`src/rtl/afifo_pkg.sv`:
```
// Shared definitions for the async FIFO and its read-side drain stage:
// the occupancy encoding of the 2-entry skid buffer and the default data width.
package afifo_pkg;

   localparam int DEFAULT_WIDTH = 32;

   localparam logic [1:0] OCC_EMPTY = 2'd0;
   localparam logic [1:0] OCC_ONE   = 2'd1;
   localparam logic [1:0] OCC_TWO   = 2'd2;

   typedef enum logic [1:0] {
      S_EMPTY = OCC_EMPTY,
      S_ONE   = OCC_ONE,
      S_TWO   = OCC_TWO
   } occ_e;

   // Width of a counter that must hold 0..n-1; a single bit is kept even when n is 1
   function automatic int cntWidth(input int n);
      return (n > 1) ? $clog2(n) : 1;
   endfunction

endpackage

```
`src/rtl/fifo_read_stream_skid_buffer_2.sv`:
```
// skid_buffer_2: two-slot holding buffer between the FIFO read port and the
// valid/ready stream. slot0 is always the presented word; slot1 catches the word
// popped in the cycle the consumer stalled, so the pop decision never depends on
// the consumer's ready.
module skid_buffer_2
   import afifo_pkg::*;
#(
   parameter int WIDTH = DEFAULT_WIDTH
) (
   input  logic             i_clk,
   input  logic             i_rstN,
   input  logic             i_fifoEmpty,
   input  logic [WIDTH-1:0] i_fifoData,
   output logic             o_fifoReadEn,
   output logic             o_valid,
   input  logic             i_ready,
   output logic [WIDTH-1:0] o_data
);

   occ_e             r_occ;
   logic             r_valid;
   logic [WIDTH-1:0] r_slot0;
   logic [WIDTH-1:0] r_slot1;
   logic             w_pop;
   logic             w_take;

   // Pop whenever the FIFO has a word and a slot is guaranteed free; reset gates it
   // so nothing is requested from the FIFO while this stage is being held in reset
   assign w_pop        = i_rstN && !i_fifoEmpty && (r_occ != S_TWO);
   assign w_take       = r_valid && i_ready;
   assign o_fifoReadEn = w_pop;
   assign o_valid      = r_valid;
   assign o_data       = r_slot0;

   // Occupancy FSM: moves words into slot0/slot1 and keeps valid registered with the state
   always_ff @(posedge i_clk or negedge i_rstN) begin
      if (!i_rstN) begin
         r_occ   <= S_EMPTY;
         r_valid <= 1'b0;
         r_slot0 <= '0;
         r_slot1 <= '0;
      end else begin
         case (r_occ)
            S_EMPTY: begin
               if (w_pop) begin
                  r_slot0 <= i_fifoData;
                  r_occ   <= S_ONE;
                  r_valid <= 1'b1;
               end
            end
            S_ONE: begin
               if (w_pop && w_take) begin
                  r_slot0 <= i_fifoData;
               end else if (w_pop) begin
                  r_slot1 <= i_fifoData;
                  r_occ   <= S_TWO;
               end else if (w_take) begin
                  r_occ   <= S_EMPTY;
                  r_valid <= 1'b0;
               end
            end
            S_TWO: begin
               if (w_take) begin
                  r_slot0 <= r_slot1;
                  r_occ   <= S_ONE;
               end
            end
            default: begin
               r_occ   <= S_EMPTY;
               r_valid <= 1'b0;
            end
         endcase
      end
   end

endmodule

```
`src/rtl/fifo_read_stream.sv`:
```
// fifo_read_stream: read-side drain stage of the async FIFO. Pops words through a
// 2-slot skid buffer and presents them as a valid/ready stream, marking every
// BURST_LEN-th accepted beat with m_last.
// Optional build macro FIFO_READ_STREAM_STATS_EN adds saturating beat and stall
// counters (stat_beats, stat_stalls).
module fifo_read_stream
   import afifo_pkg::*;
#(
   parameter int WIDTH     = DEFAULT_WIDTH,
   parameter int BURST_LEN = 4
) (
   input  logic             read_clk,
   input  logic             read_reset_n,
   input  logic             fifo_empty,
   input  logic [WIDTH-1:0] fifo_data,
   output logic             fifo_read_en,
   output logic             m_valid,
   input  logic             m_ready,
   output logic [WIDTH-1:0] m_data,
`ifdef FIFO_READ_STREAM_STATS_EN
   output logic             m_last,
   output logic [31:0]      stat_beats,
   output logic [15:0]      stat_stalls
`else
   output logic             m_last
`endif
);

   localparam int               CNT_W     = cntWidth(BURST_LEN);
   localparam logic [CNT_W-1:0] LAST_BEAT = CNT_W'(BURST_LEN - 1);

   logic             w_valid;
   logic             w_take;
   logic [CNT_W-1:0] r_beatCnt;

   skid_buffer_2 #(
      .WIDTH (WIDTH)
   ) u_skid (
      .i_clk        (read_clk),
      .i_rstN       (read_reset_n),
      .i_fifoEmpty  (fifo_empty),
      .i_fifoData   (fifo_data),
      .o_fifoReadEn (fifo_read_en),
      .o_valid      (w_valid),
      .i_ready      (m_ready),
      .o_data       (m_data)
   );

   assign w_take  = w_valid && m_ready;
   assign m_valid = w_valid;
   // The beat counter only moves on an accepted beat, so m_last holds during a stall
   assign m_last  = w_valid && (r_beatCnt == LAST_BEAT);

   // Burst position: counts accepted beats and wraps at the end of each burst
   always_ff @(posedge read_clk or negedge read_reset_n) begin
      if (!read_reset_n) begin
         r_beatCnt <= '0;
      end else if (w_take) begin
         if (r_beatCnt == LAST_BEAT) begin
            r_beatCnt <= '0;
         end else begin
            r_beatCnt <= r_beatCnt + CNT_W'(1);
         end
      end
   end

`ifdef FIFO_READ_STREAM_STATS_EN
   logic [31:0] r_statBeats;
   logic [15:0] r_statStalls;

   assign stat_beats  = r_statBeats;
   assign stat_stalls = r_statStalls;

   // Saturating counters of accepted beats and of cycles the consumer held off a valid beat
   always_ff @(posedge read_clk or negedge read_reset_n) begin
      if (!read_reset_n) begin
         r_statBeats  <= '0;
         r_statStalls <= '0;
      end else begin
         if (w_take && (r_statBeats != '1)) begin
            r_statBeats <= r_statBeats + 32'd1;
         end
         if (w_valid && !m_ready && (r_statStalls != '1)) begin
            r_statStalls <= r_statStalls + 16'd1;
         end
      end
   end
`endif

endmodule
```
`config.mk`:
```
export PLATFORM = sky130hd
export DESIGN_NAME = fifo_read_stream
export DESIGN_NICKNAME = d
export VERILOG_FILES = /design/src/rtl/afifo_pkg.sv /design/src/rtl/fifo_read_stream_skid_buffer_2.sv /design/src/rtl/fifo_read_stream.sv
export SDC_FILE = /design/constraint.sdc
export NUM_CORES = 1
export LEC_CHECK = 0
export CORE_MARGIN = 5
export CORE_UTILIZATION = 50
export CTS_CLUSTER_SIZE = 30
export DETAILED_ROUTE_END_ITERATION = 10
export GPL_ROUTABILITY_DRIVEN = 0
export PLACE_DENSITY = 0.88
export SLEW_MARGIN = 20
export SYNTH_ARGS = -nofsm -noshare
export SYNTH_HDL_FRONTEND = slang
export SYNTH_SLANG_ARGS = --single-unit
```
`constraint.sdc`:
```
create_clock -name read_clk -period 2.7 [get_ports read_clk]
set_clock_uncertainty 0.2 [all_clocks]
set_input_delay 0.54 -clock read_clk [delete_from_list [all_inputs] [get_ports read_clk]]
set_output_delay 0.54 -clock read_clk [all_outputs]
set_load 0.02 [all_outputs]
```
; ---- Word-level counts from Yosys, hierarchy flattened
; Index checks and enable logic that the tools add are counted.
[totals]
register_bits = 69
input_bits = 36
word_cells = 47
[classes]
add_sub_neg = 1
n_eq_ne = 11
n_mux = 16
bitwise_logic = 2
n_reduce_logical = 12
[op_table]
columns = operator, count
row1 = 32-bit 2-to-1 mux, 3
row2 = 32-bit one-hot mux with 3 select lines, 1
row3 = 2-bit 2-to-1 mux, 6
row4 = "2-bit by 1-bit != test with 1-bit output, second input constant", 4
row5 = 4-bit AND reduction, 2
row6 = "2-bit != test, second input constant", 3
row7 = 2-bit one-hot mux with 3 select lines, 1
row8 = 1-bit logical AND, 5
row9 = 5-bit AND reduction, 1
row10 = "2-bit equality test, second input constant", 2
row11 = 1-bit 2-to-1 mux, 4
row12 = "3-bit by 1-bit != test with 1-bit output, second input constant", 1
row13 = 1-bit one-hot mux with 3 select lines, 1
row14 = 3-bit AND reduction, 1
row15 = 3-bit nonzero test, 1
row16 = "2-bit by 1-bit adder with 2-bit output, second input constant", 1
row17 = "2-bit by 1-bit equality test with 1-bit output, second input constant", 1
row18 = 2-bit logical NOT, 1
row19 = 1-bit inverter, 2
row20 = 1-bit logical NOT, 1

; ---- Depth between registers and ports, before layout
; Gate-level depths: netlist of run 1.
[depth]
word_depth = 6
mapped_depth = 5
depth_no_buf = 3

; ---- Modules after synthesis
; A second synthesis of run 1 with hierarchy kept.
[hier_totals]
cells_unflattened = 199
area_unflattened_um2 = 3397.0
[modules_own_cells]
columns = module, instances, cells_per_inst, area_each_um2
row1 = skid_buffer_2, 1, 191, 3286.9
row2 = fifo_read_stream, 1, 8, 110.1

; ---- Worst setup path before layout of run 1
; No wires, ideal clock.
[synth_path]
path_type = input to register
from = input port fifo_empty
to = register u_skid.r_slot0[10] (netlist: u_skid.o_data[10])
setup_ns = 0.125
arrival_ns = 1.583
t_required_ns = 2.375
setup_slack_ns = 0.792
stages = 4
path_buffers = 1
path_cell_list = nand2b_1 > o32ai_4 > buf_6 > mux2_2
[synth_between]
elab_chain_len = 6
word_cells_on_any_way = 7
classes_between = 2 x eq/ne / 5 x reduce/logical
[synth_lines]
columns = item, line_no
row1 = from (decl), fifo_read_stream.sv:14  ; input logic fifo_empty,
row2 = 1-bit logical NOT *, fifo_read_stream_skid_buffer_2.sv:29  ; assign w_pop = i_rstN && !i_fifoEmpty && (r_occ != S_TWO);
row3 = 1-bit logical AND * (2 in a row), fifo_read_stream_skid_buffer_2.sv:29
row4 = 1-bit logical AND, fifo_read_stream_skid_buffer_2.sv:52  ; if (w_pop && w_take) begin
row5 = 2-bit by 1-bit != test with 1-bit output (no source line), n/a
row6 = 4-bit AND reduction (no source line) *, n/a
row7 = to (signal assigned), fifo_read_stream_skid_buffer_2.sv:46  ; r_slot0 <= i_fifoData;
row8 = to (signal assigned), fifo_read_stream_skid_buffer_2.sv:53  ; r_slot0 <= i_fifoData;
row9 = to (signal assigned), fifo_read_stream_skid_buffer_2.sv:64  ; r_slot0 <= r_slot1;
row10 = to (decl), fifo_read_stream_skid_buffer_2.sv:22  ; logic [WIDTH-1:0] r_slot0;
; Every way passes the cells marked *; elsewhere a longest branch is shown, timed or not.
; A chain may end at the register's enable or synchronous reset.

; ---- Worst setup path in the final report of run 1
[layout_path]
from = input port fifo_empty
to = output port fifo_read_en
[layout_between]
elab_chain_len = 3
[layout_lines]
columns = item, line_no
row1 = 1-bit logical NOT, fifo_read_stream_skid_buffer_2.sv:29
row2 = 1-bit logical AND (2 in a row), fifo_read_stream_skid_buffer_2.sv:29
row3 = to (decl), fifo_read_stream.sv:16  ; output logic fifo_read_en,
; No other way between the ends.

==> results.toml, run 1 <==
[clock_tree]
root_buffer = "clkbuf_8"
ctsHoldBuffers = 0
cts_setup_buffers = 0
cts_made_buffers = 9
post_cts_resized = 0
clk_latency_ns = 0.34
tritoncts = "yes"
cts.path.max_buffers = 2
cts_num_sinks = 69
htreeDepth = 3
clkTransAtPathRegs_ns = 0.07

[yosys]
netlist_instances = 197
yosys-top-cells-area = "dfrtp_1 (54%), mux2_2 (24%), mux2_4 (13%)"
ys_ff_latch = 69
synth_top_area_share_pct = 53.86
synth_top_cell_by_area = "dfrtp_1"
yosys_warnings = 0
syn_area_per_cell_um2 = 16.27
synth-edff-count = 0
synth-async-reset-ratio_pct = 100.0
synth_most_common_cell = "dfrtp_1"
syn_nets = 234
syn_area_um2 = 3206
synth_ff_type = "dfrtp_1"
synth.distinct_cells = 20
netlist_top_cells_count = "dfrtp_1 (69), mux2_2 (67), mux2_4 (28), buf_6 (10)"
ys_seq_area_share_pct = 53.86

[floorplanning]
dieArea_um2 = 8113
rows = 29
io_pins = 71
dieHeight_um = 90.07
start_util_pct = 51.07
die_x_um = 90.07
core_area_um2 = 6277

[route]
drt_iter0_drc = 19
drc_errors = 0
drt_first_pass_iters = 4
wl_per_cell_um = 16.39
postRouteAntennaNets = 0
avgViaCountPerCell = 5.196
wirelength_um = 5850
num_vias = 1855

[setup_path]
cp-end-kind = "output port"
worstSetupPathType = "input port to output port"
path_max_fanout = 2
cp.arrival_ns = 1.81
startpoint_type = "input port"
required_ns = 1.96

[final_layout]
n_antenna_cell = 0
drive_gt1_share_pct = 43.57
instances_no_fill = 357
fillers = 475
nNetsFinal = 313
areaGrowthSynthToFinish_pct = 30.84

[timing]
period_share_pct = 94.37
slew_headroom_pct = 41.56
tightest_slew_ns = 0.8765
setup_viol = 0
period_minus_slack_ns = 2.548
grt_setup_unrepaired = "false"
setup_slack_ns = 0.1519
hold_viol_final = 0
fin_tns_setup_ns = 0
max_freq_ghz = 0.3925
slew_violations = 0

[global_route]
grt_pass1_wl_um = 10050
grt_start_max_net_pins = 70
grt_pass1_vias = 2078
antenna_found_initial = 0
grtUsageTotal_pct = 15.33
grt_overflow = 0

[placement]
dp_hpwl_um = 4198
io_buffers = 70
dp_worst_setup_slack_ns = 0.1380
dp_cells = 342

[pwr]
internal-power_w = 0.003225
power.switching_w = 0.001442
combPwrFrac_pct = 41.1
p_leak_nw = 1.807
finalPower_w = 0.004666
irDropWorstVdd_mv = 0.6677
seqPwrFrac_pct = 39.4
p_sw_share_pct = 30.89
powerDensity_nw_per_um2 = 1113
p_clk_share_pct = 19.5

[run]
drv_cap = 0

[worst_hold_path]
hold_path.class = "input port to asynchronous set/reset pin"

[outcome]
status = "finished, final reports clean"
==> layer usage <==
metal,vias to the layer above,part of all wire [%],track usage (%),wire [µm]
li1,861,-,-,-
met5,-,0,0,0
met4,0,1.9,6.948,112
met1,928,42,18.40,2445
met3,13,6.2,5.008,362
met2,53,50,25.00,2930
==> per-stage QoR <==
step / utilization (%) / hold WS [ns] / instance area (µm²)
finish: 66.81 / 0.2143 / 4194
global route: 66.81 / 0.2924 / 4194
CTS: 66.81 / 0.2530 / 4194
detailed placement: 63.40 / 0.2870 / 3980
global placement: 63.40 / 0.2690 / 3980
floorplan: - / 0.04441 / 3206
==> cells by family after synthesis <==
kind of cell / synth area share, %
AO/OA/AOI/OAI: 2.342
XOR/XNOR: 0.2733
adder cells (fa/ha/maj): 0.3903
buffers and inverters: 3.630
flip-flops: 53.86
multiplexers: 37.35
AND/OR/NAND/NOR: 2.147
==> final cells by class <==
type	instances	area (µm²)	area share (%)
clock buffer	11	141.4	3.371
clock inverter	4	72.57	1.730
inverter	1	3.754	0.08950
multi-input combinational	117	1370	32.67
sequential	69	1727	41.17
tap	77	96.34	2.297
timing repair buffer	78	783.3	18.68
==> cell usage in the layout (no fill, tap or decap), drive strengths merged <==
cell type,synthesis,final
mux2,97,97
clkdlybuf4s50,0,69
dfrtp,69,69
clkbuf,0,11
buf,10,9
nand2b,3,3
nand2,3,3
o22ai,2,2
bufinv,0,2
nor2b,2,2
nor2,1,1
and2,1,1
a21boi,1,1
o32ai,1,1
nand3b,1,1
xnor2,1,1
nor3,1,1
a21o,1,1
inv,1,1
a2bb2oi,1,1
ha,1,1
clkinvlp,0,1
clkinv,0,1
==> final timing paths <==
| path | from | to | slack, ns | cells past startpoint |
|---|---|---|---|---|
| min reg2reg | u_skid.o_data[13]$_DFFE_PN0P_ | u_skid.o_data[13]$_DFFE_PN0P_ | 0.29 | 1 |
| max | fifo_empty | fifo_read_en | 0.15 | 4 |
| min | read_reset_n | r_beatCnt[1]$_DFFE_PN0P_ | 0.21 | 2 |
| max reg2reg | u_skid.r_occ[1]$_DFFE_PN0P_ | u_skid.o_data[3]$_DFFE_PN0P_ | 0.76 | 4 |
| max in group asynchronous | read_reset_n | u_skid.r_slot1[25]$_DFFE_PN0P_ | 1.50 | 2 |
| min in group read_clk | u_skid.o_data[13]$_DFFE_PN0P_ | u_skid.o_data[13]$_DFFE_PN0P_ | 0.29 | 1 |
==> power by group through the flow <==
stage	combinational [W]	clock (W)	sequential, W
5_1_grt	0.00206	0.000975	0.00191
2_1_floorplan	0.000899	0	0.00211
3_3_place_gp	0.00189	0	0.00183
4_1_cts	0.00195	0.000933	0.00185
3_5_place_dp	0.00195	0	0.00186
6_report	0.00192	0.000909	0.00184
==> worst max-delay path, cell delays in order <==
cell and delay [ns]:
clkdlybuf4s50_1 0.41, nand2b_1 0.16, nor2_1 0.09, clkdlybuf4s50_1 0.61
==> state kept, by name, summed over array words and instances (netlist names) <==
register        cells
u_skid.r_occ        2
u_skid.r_slot1     32
u_skid.o_data      32
u_skid.o_valid      1
r_beatCnt           2
(Power assumes the default switching activity.)
==> run 2: changes to the inputs <==
CORE_UTILIZATION = 45   (was 50)
PLACE_DENSITY = 0.81   (was 0.88)
==> results.toml, run 2 (synthesis gave the netlist of run 1 again) <==
[route]
avgViaCountPerCell = 4.883
met3_length_um = 492
wl_met1_um = 2349
drt_first_pass_iters = 2
num_vias = 1831
drc_errors = 0
wirelength_um = 5664
wl_per_cell_um = 15.10
top_layer = "met4"
met2_length_um = 2768
drt_iter0_drc = 27
postRouteAntennaNets = 0

[setup_path]
rrSetupSlack_ns = 0.56
path_max_fanout = 2
path_depth = 4
rr_worst_depth = 4
cpPeakStageDelay_ns = 0.60
worstSetupPathType = "input port to output port"
cp-end-kind = "output port"
required_ns = 1.96
crit-reg2reg-capture = "u_skid.o_data[3]$_DFFE_PN0P_"
cp_common_cell = "clkdlybuf4s50_1"
crit_path_end = "fifo_read_en"
path_cells = "clkdlybuf4s50_1 -> nand2b_1 -> nor2_1 -> clkdlybuf4s50_1"
r2r-start = "u_skid.r_occ[1]$_DFFE_PN0P_"
path_buf_inv = 2
cp.arrival_ns = 1.81
startpoint_type = "input port"
crit_start = "fifo_empty"
slowest_stage = "clkdlybuf4s50_1"
cpLargestDelayFamily = "buffers and inverters"

[clock_tree]
htreeDepth = 3
clkTransAtPathRegs_ns = 0.07
cts.path.max_buffers = 2
cts_setup_buffers = 0
root_buffer = "clkbuf_8"
ctsHoldBuffers = 0
cts_num_sinks = 69
post_cts_resized = 0
cts_made_buffers = 9
clk_latency_ns = 0.33
tritoncts = "yes"

[pwr]
irDropWorstVdd_mv = 0.6257
p_leak_nw = 1.799
powerDensity_nw_per_um2 = 1105

[floorplanning]
dieHeight_um = 94.40
io_pins = 71
dieArea_um2 = 8911
core_area_um2 = 6869
start_util_pct = 46.67
die_x_um = 94.40
rows = 30

[timing]
grt_setup_unrepaired = "false"
slew_headroom_pct = 43.72
period_minus_slack_ns = 2.545
setup_slack_ns = 0.1547
slew_violations = 0
max_freq_ghz = 0.3929
setup_viol = 0
period_share_pct = 94.27
tightest_slew_ns = 0.8442
fin_tns_setup_ns = 0
hold_viol_final = 0

[final_layout]
n_antenna_cell = 0
areaGrowthSynthToFinish_pct = 30.95
fillers = 560
nNetsFinal = 311
instances_no_fill = 375
seqCellArea_um2 = 1727
layout_common_cells = "clkdlybuf4s50_1 (69), dfrtp_1 (69), mux2_2 (67), mux2_4 (28), clkbuf_8 (10)"
multi_input_area_um2 = 1370
drive_gt1_share_pct = 43.73
final_util_pct = 61.11

[global_route]
grt_start_max_net_pins = 70
grtUsageTotal_pct = 14.14
grt_overflow = 0
antenna_found_initial = 0
grt_pass1_wl_um = 9597
grt_pass1_vias = 2011

[placement]
io_buffers = 70
dp_cells = 359
dp_worst_setup_slack_ns = 0.1594
dp_hpwl_um = 3947

[worst_hold_path]
hold_path.class = "input port to asynchronous set/reset pin"

[outcome]
status = "finished, final reports clean"

[run]
drv_cap = 0
-- run 2: report_power, final --
group	switching [W]	leakage, nW	total, W	internal, W
logic	0.000772	0.861	0.00189	0.00112
clock network	0.000375	0.112	0.000918	0.000543
registers	0.000281	0.826	0.00183	0.00155
-- run 2: how the worst min path moves through the flow --
| stage | depth (start not counted) | slack, ns | to |
|---|---|---|---|
| 2_1_floorplan | 0 | 0.04 | r_beatCnt[0]$_DFFE_PN0P_ |
| 3_3_place_gp | 1 | 0.27 | u_skid.o_data[13]$_DFFE_PN0P_ |
| 3_5_place_dp | 1 | 0.28 | u_skid.o_data[13]$_DFFE_PN0P_ |
| 4_1_cts | 2 | 0.27 | u_skid.r_slot1[8]$_DFFE_PN0P_ |
| 5_1_grt | 2 | 0.31 | r_beatCnt[0]$_DFFE_PN0P_ |
| 6_report | 2 | 0.23 | r_beatCnt[1]$_DFFE_PN0P_ |
-- run 2: stage by stage --
step                      hold WS [ns]  cell area [µm²]  power (W)
after CTS                       0.2659             4198   0.004720
after global placement          0.2702             3974   0.003704
after detailed placement        0.2848             3974   0.003779
after global routing            0.3060             4198   0.004946
final                           0.2326             4198   0.004640
after floorplan                0.04441             3206   0.003006
-- run 2: worst reg2reg max path: cells and delay by family, from the launching register on --
kind / cells / cell delay (ns)
buf+inv: 1 / 0.47
flops: 1 / 0.47
mux: 2 / 0.70
simple gates: 1 / 0.19
-- run 2: area by class of cell --
type / instances / share of cell area, %
Inverter: 1 / 0.08942
Tap cell: 96 / 2.861
Timing Repair Buffer: 76 / 17.94
Sequential cell: 69 / 41.13
Clock buffer: 10 / 3.279
Multi-Input combinational cell: 117 / 32.64
Clock inverter: 6 / 2.057
-- run 2: per-layer routing --
layer | global-route usage [%] | up-vias
li1 | - | 860
met1 | 16.61 | 910
met2 | 22.70 | 54
met3 | 7.410 | 7
met4 | 3.971 | 0
met5 | 0 | -
==> run 3: changes to the inputs <==
ABC_AREA = 1   (was default)
PLACE_DENSITY = 0.82   (was 0.81)
SETUP_SLACK_MARGIN = 0.2   (was default)
==> results.toml, run 3 <==
[final_layout]
multi_input_area_um2 = 987.2
areaGrowthSynthToFinish_pct = 30.30
layout_common_cells = "nand2_1 (111), o21ai_0 (96), dfrtp_1 (69), clkdlybuf4s50_1 (68), inv_1 (39)"
drive_gt1_share_pct = 5.251
nNetsFinal = 454
mostFrequentLayoutCell = "nand2_1"
fillers = 544
n_antenna_cell = 0
seqCellArea_um2 = 1727

[pwr]
powerDensity_nw_per_um2 = 1101
irDropWorstVdd_mv = 0.5570
p_leak_nw = 1.959

[route]
num_vias = 2470
wirelength_um = 6272
drt_iter0_drc = 106
drt_first_pass_iters = 4
avgViaCountPerCell = 4.980
wl_per_cell_um = 12.65
postRouteAntennaNets = 0
drc_errors = 0

[clock_tree]
ctsHoldBuffers = 0
htreeDepth = 3
clk_latency_ns = 0.32
root_buffer = "clkbuf_8"
clkTransAtPathRegs_ns = 0.07
cts_num_sinks = 69
cts.path.max_buffers = 2
tritoncts = "yes"
cts_setup_buffers = 0
cts_made_buffers = 9
post_cts_resized = 1

[floorplanning]
io_pins = 71
dieArea_um2 = 8354
dieHeight_um = 91.40
rows = 29
die_x_um = 91.40
start_util_pct = 46.69
core_area_um2 = 6386

[setup_path]
r2r-start = "u_skid.r_occ[0]$_DFFE_PN0P_"
crit_start = "r_beatCnt[0]$_DFFE_PN0P_"
startpoint_type = "flip-flop"
path_max_fanout = 3
required_ns = 1.96
cp-end-kind = "output port"
cp.arrival_ns = 1.56
worstSetupPathType = "flip-flop to output port"

[run]
drv_cap = 0

[global_route]
grt_overflow = 0
antenna_found_initial = 0
grt_pass1_vias = 2335
grt_start_max_net_pins = 70
grt_pass1_wl_um = 10590
grtUsageTotal_pct = 15.28

[timing]
hold_viol_final = 0
period_share_pct = 85.02
period_minus_slack_ns = 2.296
setup_viol = 0
hold_slack_ns = 0.2533
slew_violations = 0
grt_setup_unrepaired = "false"
slew_headroom_pct = 44.35
tightest_slew_ns = 0.8348
setup_slack_ns = 0.4044
max_freq_ghz = 0.4356
fin_tns_setup_ns = 0

[yosys]
synth.distinct_cells = 17
ys_ff_latch = 69
syn_nets = 387
syn_area_um2 = 2982
netlist_instances = 350
yosys_warnings = 0
synth_most_common_cell = "nand2_1"
synth-async-reset-ratio_pct = 100.0
synth_ff_type = "dfrtp_1"
syn_area_per_cell_um2 = 8.519
ys_seq_area_share_pct = 57.91
netlist_top_cells_count = "nand2_1 (111), o21ai_0 (96), dfrtp_1 (69), inv_1 (39), buf_2 (10)"
synth-edff-count = 0
yosys-top-cells-area = "dfrtp_1 (58%), o21ai_0 (16%), nand2_1 (14%)"
synth_top_cell_by_area = "dfrtp_1"
synth_top_area_share_pct = 57.91

[placement]
dp_hpwl_um = 4308
dp_worst_setup_slack_ns = 0.1455
io_buffers = 70

[worst_hold_path]
hold_path.class = "input port to asynchronous set/reset pin"

[outcome]
status = "finished, final reports clean"
[run 3: changes by cell type after synthesis, sizes merged, moves of 3 or more]
cell	delta
inv	+38
buf	+8
nand2b	-3
o21ai	+100
mux2	-97
nand2	+110
[run 3: kinds of logic (layout without fill, tap and decap cells)]
| kind of cell | count (synthesis) | count (layout) | share of synthesized area (%) |
|---|---|---|---|
| DFF | 69 | 69 | 57.91 |
| and+or+nand+nor | 117 | 117 | 15.07 |
| adders and majority gates | 1 | 1 | 0.4196 |
| AOI/OAI and AO/OA | 104 | 104 | 17.63 |
| buffers and inverters | 59 | 128 | 8.980 |
[run 3: power by group]
| group | switching [W] | internal (W) |
|---|---|---|
| sequential | 0.000267 | 0.00152 |
| combinational | 0.000946 | 0.000742 |
| clock | 0.000346 | 0.000461 |
[run 3: path summary, 6_finish.rpt]
| path | end | slack [ns] | cells past startpoint |
|---|---|---|---|
| hold reg to reg | u_skid.o_data[9]$_DFFE_PN0P_ | 0.28 | 2 |
| min in group read_clk | u_skid.o_data[9]$_DFFE_PN0P_ | 0.28 | 2 |
| max in group asynchronous | u_skid.r_slot1[18]$_DFFE_PN0P_ | 1.52 | 2 |
| setup / recovery | m_last | 0.40 | 4 |
| setup reg to reg | u_skid.o_data[30]$_DFFE_PN0P_ | 0.95 | 6 |
| hold / removal | u_skid.o_data[5]$_DFFE_PN0P_ | 0.25 | 2 |
[run 3: worst max-delay path, stage by stage (launching register included)]
cell and delay (ns):
dfrtp_1 0.37, ha_1 0.18, nand2_1 0.05, inv_1 0.05, clkdlybuf4s50_1 0.59
[run 3: layout make-up]
class,instances,share of cell area [%]
multi-input combinational,222,25.41
clock inverter,2,0.9018
sequential,69,44.44
inverter,39,3.768
clock buffer,11,3.897
timing repair buffer,76,19.10
tap,77,2.480
[run 3: routing by layer]
layer	vias up	global-route usage, %	part of all wire [%]
li1	1243	-	-
met1	1136	19.37	44
met2	81	24.88	48
met3	10	3.802	6.9
met4	0	6.357	1.5
met5	-	0	0
[run 3: metrics by stage]
| stage | power (W) | std cells | instance area, µm² | utilization [%] |
|---|---|---|---|---|
| floorplan | 0.002781 | 350 | 2982 | - |
| global placement | 0.003414 | 483 | 3700 | 57.94 |
| detailed placement | 0.003507 | 483 | 3700 | 57.94 |
| CTS | 0.004321 | 496 | 3885 | 60.83 |
| global route | 0.004601 | 496 | 3885 | 60.83 |
| finish | 0.004277 | 496 | 3885 | 60.83 |
